===== src/rtl/cc_frame_receive.sv =====
// cc_frame_receive: 8N1 deserializer that packs bytes into 32-bit frame-RAM writes and flags frame completion or corruption
module cc_frame_receive #(
  parameter int CLK_DIV     = 16,
  parameter int SOUND_WORDS = 500,
  parameter int PARAM_WORDS = 12,
  parameter int GAP_BITS    = 20
) (
  input  logic        clock,
  input  logic        reset,
  input  logic        rx,
  output logic        wr_en,
  output logic [9:0]  wr_addr,
  output logic [31:0] wr_data,
  output logic        wr_param,
  output logic        frame_done,
  output logic        frame_err,
  output logic [3:0]  frame_cnt,
  output logic        busy
);
  localparam int TW      = SOUND_WORDS + PARAM_WORDS;
  localparam int GAP_LIM = GAP_BITS * CLK_DIV;
  localparam int CW      = $clog2(CLK_DIV);
  localparam int GW      = $clog2(GAP_LIM + 1);
  typedef enum logic [1:0] {IDLE, START, DATA, STOP} state_t;
  state_t state, next;
  logic rx_m, rxs;
  logic [CW-1:0] cnt;
  logic [2:0] bit_idx;
  logic [7:0] shreg;
  logic [31:0] word;
  logic [1:0] lane;
  logic [9:0] words;
  logic bad, got;
  logic [GW-1:0] gap;
  logic half_tick, bit_tick, byte_ok, stop_bad, boundary, good;
  // two-flop synchronizer; idle-high line so reset value is 1
  always_ff @(posedge clock)
    if (reset) {rx_m, rxs} <= 2'b11;
    else {rx_m, rxs} <= {rx, rx_m};
  // bit-level FSM state register
  always_ff @(posedge clock)
    if (reset) state <= IDLE;
    else state <= next;
  // sample strobes, frame boundary detection and next-state decode
  always_comb begin
    half_tick = state == START && cnt == CW'(CLK_DIV / 2 - 1);
    bit_tick  = (state == DATA || state == STOP) && cnt == CW'(CLK_DIV - 1);
    byte_ok   = state == STOP && bit_tick && rxs;
    stop_bad  = state == STOP && bit_tick && !rxs;
    boundary  = state == IDLE && rxs && gap == GW'(GAP_LIM - 1);
    good      = words == 10'(TW) && lane == 2'd0 && !bad;
    next      = state;
    case (state)
      IDLE:    next = rxs ? IDLE : START;
      START:   if (half_tick) next = rxs ? IDLE : DATA;
      DATA:    if (bit_tick && bit_idx == 3'd7) next = STOP;
      default: if (bit_tick) next = IDLE;
    endcase
  end
  // bit timing, data shift register and idle-gap counter
  always_ff @(posedge clock)
    if (reset) begin
      cnt     <= '0;
      bit_idx <= '0;
      shreg   <= '0;
      gap     <= '0;
    end else begin
      cnt     <= (state == IDLE || next != state || bit_tick) ? '0 : cnt + CW'(1);
      bit_idx <= state == DATA ? bit_idx + 3'(bit_tick) : '0;
      shreg   <= (state == DATA && bit_tick) ? {rxs, shreg[7:1]} : shreg;
      gap     <= state != IDLE ? '0 : (rxs && gap != GW'(GAP_LIM)) ? gap + GW'(1) : gap;
    end
  // word assembly, RAM write strobe and frame-level bookkeeping
  always_ff @(posedge clock)
    if (reset) begin
      wr_en      <= 1'b0;
      wr_addr    <= '0;
      wr_data    <= '0;
      wr_param   <= 1'b0;
      frame_done <= 1'b0;
      frame_err  <= 1'b0;
      frame_cnt  <= '0;
      busy       <= 1'b0;
      word       <= '0;
      lane       <= '0;
      words      <= '0;
      bad        <= 1'b0;
      got        <= 1'b0;
    end else begin
      wr_en      <= 1'b0;
      frame_done <= 1'b0;
      frame_err  <= 1'b0;
      if (state == IDLE && !rxs) busy <= 1'b1;
      if (stop_bad) bad <= 1'b1;
      if (byte_ok) begin
        got <= 1'b1;
        if (words == 10'(TW)) bad <= 1'b1;
        else begin
          word <= {shreg, word[31:8]};
          lane <= lane + 2'd1;
          if (lane == 2'd3) begin
            wr_en    <= 1'b1;
            wr_addr  <= words;
            wr_data  <= {shreg, word[31:8]};
            wr_param <= words >= 10'(SOUND_WORDS);
            words    <= words + 10'd1;
          end
        end
      end
      if (boundary) begin
        frame_done <= good;
        frame_err  <= !good && (got || bad);
        frame_cnt  <= frame_cnt + 4'(good);
        words      <= '0;
        lane       <= '0;
        bad        <= 1'b0;
        got        <= 1'b0;
        busy       <= 1'b0;
      end
    end
endmodule


===== config.mk =====
export PLATFORM = sky130hd
export DESIGN_NAME = cc_frame_receive
export DESIGN_NICKNAME = d
export VERILOG_FILES = /design/src/rtl/cc_frame_receive.sv
export SDC_FILE = /design/constraint.sdc
export NUM_CORES = 1
export LEC_CHECK = 0
export CORE_MARGIN = 2
export CORE_UTILIZATION = 45
export DETAILED_ROUTE_END_ITERATION = 8
export GPL_ROUTABILITY_DRIVEN = 0
export PLACE_DENSITY = 0.73
export RECOVER_POWER = 100
export SKIP_LAST_GASP = 1
export SYNTH_ARGS = -nofsm -noshare
export SYNTH_HDL_FRONTEND = slang
export SYNTH_SLANG_ARGS = --single-unit
export TNS_END_PERCENT = 20

===== constraint.sdc =====
create_clock -name clock -period 3.1 [get_ports clock]
set_clock_uncertainty 0.15 [all_clocks]
set_input_delay 0.62 -clock clock [delete_from_list [all_inputs] [get_ports clock]]
set_output_delay 0.62 -clock clock [all_outputs]
set_load 0.01 [all_outputs]

==> results.py <==
metrics = {
    "logic_synthesis": {
        "yosys.area.top_type": "dfxtp_1",
        "ys_seq_elements": 117,
        "ys_top_cells_by_count": "117 x dfxtp_1, 60 x a21oi_1, 51 x nand4_1",
        "ys_seq_area_share_pct": 48.79,
        "synth_adder_area_share_pct": 2.867,
        "synth_top_area_share_pct": 48.79,
        "synth_xor_area_share_pct": 2.919,
        "syn_inst": 539,
        "synth_top_family_by_area": "simple AND/OR/NAND/NOR gates",
        "synth_area_leaders": "dfxtp_1 49%, nand4_1 6.6%, a21oi_1 6.3%",
        "ys_types": 47,
        "syn-num-nets": 553,
        "synth_compound_area_share_pct": 16.13,
        "synth_edf_count": 0,
        "synth_area_mm2": 0.004801,
        "yosys_warnings": 0,
        "yosys.area_share.simple_pct": 19.89,
        "yosysMostFrequentCell": "dfxtp_1",
        "synthArstFlopShare_pct": 0,
        "avgSynthCellArea_um2": 8.907,
        "ys.flop_type": "dfxtp_1",
        "synth_mux_area_share_pct": 4.196,
    },
    "worst_setup_path": {
        "startpoint_type": "flop",
        "reg2reg_slack_ns": 0.49,
        "crit_family": "simple AND/OR/NAND/NOR gates",
        "crit_arrival_ns": 2.83,
        "endpoint_kind": "flop",
        "crit_chain": "clkbuf_1, nand4_1, nor4_4, or2_1, nor3_1",
        "r2r-end": "bad$_SDFF_PP0_",
        "critPathMaxFanout": 15,
        "critPathSlowestCell": "nor4_4",
        "r2r_cells": 5,
        "r2r_start": "rxs$_SDFF_PP1_",
        "crit_type": "flop to flop",
        "worst-path-buf-inv": 1,
        "worstPathRequired_ns": 3.32,
        "critPathMaxStageDelay_ns": 0.57,
    },
    "worst_hold_path": {
        "hold_end": "rxs$_SDFF_PP1_",
        "hold_path_depth": 1,
        "min_from": "rx_m$_SDFF_PP1_",
        "hold_class": "flop to flop",
    },
    "clocking": {
        "ctsHtreeMaxLevel": 4,
        "root_buffer": "clkbuf_8",
        "cts_resized": 0,
        "post-cts-setup-buffer-count": 0,
        "holdBufCountCts": 0,
        "clk_pin_slew_ns": 0.06,
        "clk_latency_ns": 0.52,
        "clock-sinks": 117,
        "cts_max_path_buffers": 2,
        "numCtsBuffers": 17,
        "cts_tree": "built",
    },
    "global_routing": {
        "grtUsageTotal_pct": 20.31,
        "grt_max_degree": 46,
        "grt_pass1_vias": 3923,
        "overflow": 0,
        "grt_antenna_before_repair": 0,
        "grt_pass1_wl_um": 18600,
    },
    "floorplan": {
        "rows": 37,
        "io_pins": 54,
        "initial_core_util_pct": 46.50,
        "die_w_um": 107.3,
        "core_area_mm2": 0.01032,
        "die_h_um": 107.3,
        "dieArea_mm2": 0.01151,
    },
    "route": {
        "vias": 4071,
        "dr.first_iter.drc_count": 252,
        "ant_nets": 0,
        "drt_first_pass_iters": 6,
        "totalWireLength_um": 11050,
        "drc": 0,
        "vias_per_cell": 5.607,
        "wl_per_cell_um": 15.21,
    },
    "power": {
        "p_comb_share_pct": 1.7,
        "power_density_mw_per_mm2": 571.2,
        "irDropWorstVdd_uv": 369.7,
        "internal_power_mw": 2.618,
        "leakagePower_nw": 2.212,
        "switching_power_mw": 0.7688,
        "power_frac_seq_pct": 44.9,
        "clkPwrFrac_pct": 53.4,
        "swShare_pct": 22.70,
        "power_mw": 3.387,
    },
    "sta": {
        "drv_slew": 0,
        "min_period_ns": 2.611,
        "finalCritPeriodShare_pct": 84.22,
        "fmax_mhz": 383.0,
        "relSlewSlack_pct": 4.829,
        "final-setup-viol-count": 0,
        "tns_ns": 0,
        "grt_setup_unrepaired": "false",
        "worstMarginPinSlew_ns": 1.417,
        "hold_viol": 0,
    },
    "status": {
        "outcome": "finished, final reports clean",
    },
    "placement": {
        "numPortBuffers": 53,
        "hpwl_um": 7092,
    },
    "cells_and_area": {
        "fin_util_pct": 57.44,
        "finalNetCount": 591,
        "drive_gt1_share_pct": 11.19,
        "syn_to_final_growth_pct": 23.51,
        "diodes": 0,
    },
    "job": {
        "maxCapViolCount": 0,
    },
}
## power groups by stage
stage | registers [mW] | clock network (mW) | logic [mW]
6_report | 1.52 | 1.81 | 0.0589
5_1_grt | 1.52 | 1.91 | 0.0666
4_1_cts | 1.52 | 1.84 | 0.0605
3_5_place_dp | 1.55 | 0 | 0.0593
3_3_place_gp | 1.55 | 0 | 0.0565
2_1_floorplan | 1.55 | 0 | 0.0457
## registers in the layout, summed over array words and instances, names as in the netlist, 2 cells and up
name,cells
bit_idx,3
cnt,4
frame_cnt,4
gap,9
lane,2
shreg,8
state,2
word,24
words,10
wr_addr,10
wr_data,32
## through the flow
| stage | std cells | cell area (um2) | hold WS (ns) | worst slack, ns |
|---|---|---|---|---|
| floorplan | 539 | 4801 | 0.2395 | 0.6781 |
| global placement | 694 | 5398 | 0.2438 | 0.8324 |
| detailed placement | 694 | 5398 | 0.2474 | 0.7132 |
| CTS | 726 | 5954 | 0.2616 | 0.6983 |
| global route | 726 | 5929 | 0.2817 | 0.2811 |
| finish | 726 | 5929 | 0.2593 | 0.4892 |
## cells by family after synthesis
logic type,after synthesis
fa+ha+maj,11
mux,20
xor+xnor,16
simple gates,178
flops,117
compound gates,137
buf+inv,60
## worst max path at each step
stage / start / end / slack, ns / cells after the start
final: rxs$_SDFF_PP1_ / bad$_SDFF_PP0_ / 0.49 / 5
after global routing: rxs$_SDFF_PP1_ / bad$_SDFF_PP0_ / 0.28 / 5
after CTS: state[0]$_SDFF_PP0_ / word[9]$_SDFFE_PP0P_ / 0.70 / 4
after detailed placement: state[0]$_SDFF_PP0_ / word[8]$_SDFFE_PP0P_ / 0.71 / 4
after global placement: state[0]$_SDFF_PP0_ / word[13]$_SDFFE_PP0P_ / 0.83 / 4
after floorplan: words[0]$_SDFFE_PP0P_ / frame_cnt[1]$_SDFFE_PP0P_ / 0.68 / 13
## routing by layer
layer	wire (um)	up-vias	GRT usage (%)	share of wire, %
met1	4995	1933	26.20	45
met3	518	21	5.085	4.7
met5	0	-	0	0
li1	-	2022	-	-
met4	235	0	7.514	2.1
met2	5294	95	32.87	48
## cells in the final DEF, fill, tap and decap left out, types with 9 or more instances in the layout
cell type,synthesis,layout
a21oi_1,60,60
clkbuf_16,0,16
nand4_1,51,51
ha_1,11,11
mux2i_1,19,19
nand3_1,10,9
xnor2_1,13,13
nor3_1,19,20
o21ai_0,50,51
a31o_2,17,17
dlygate4sd3_1,0,52
inv_1,14,14
nand2_1,29,29
dfxtp_1,117,117
nor2_1,40,40
## layout make-up
class,count,area [um2]
flip-flops and latches,117,2342
clock buffers,18,427.9
well taps,136,170.2
fillers,927,4394
repair buffers,64,595.6
multi-input cells,362,2208
clock inverters,14,128.9
inverters,15,56.30
Note: power is estimated with default switching activity, not from simulation.
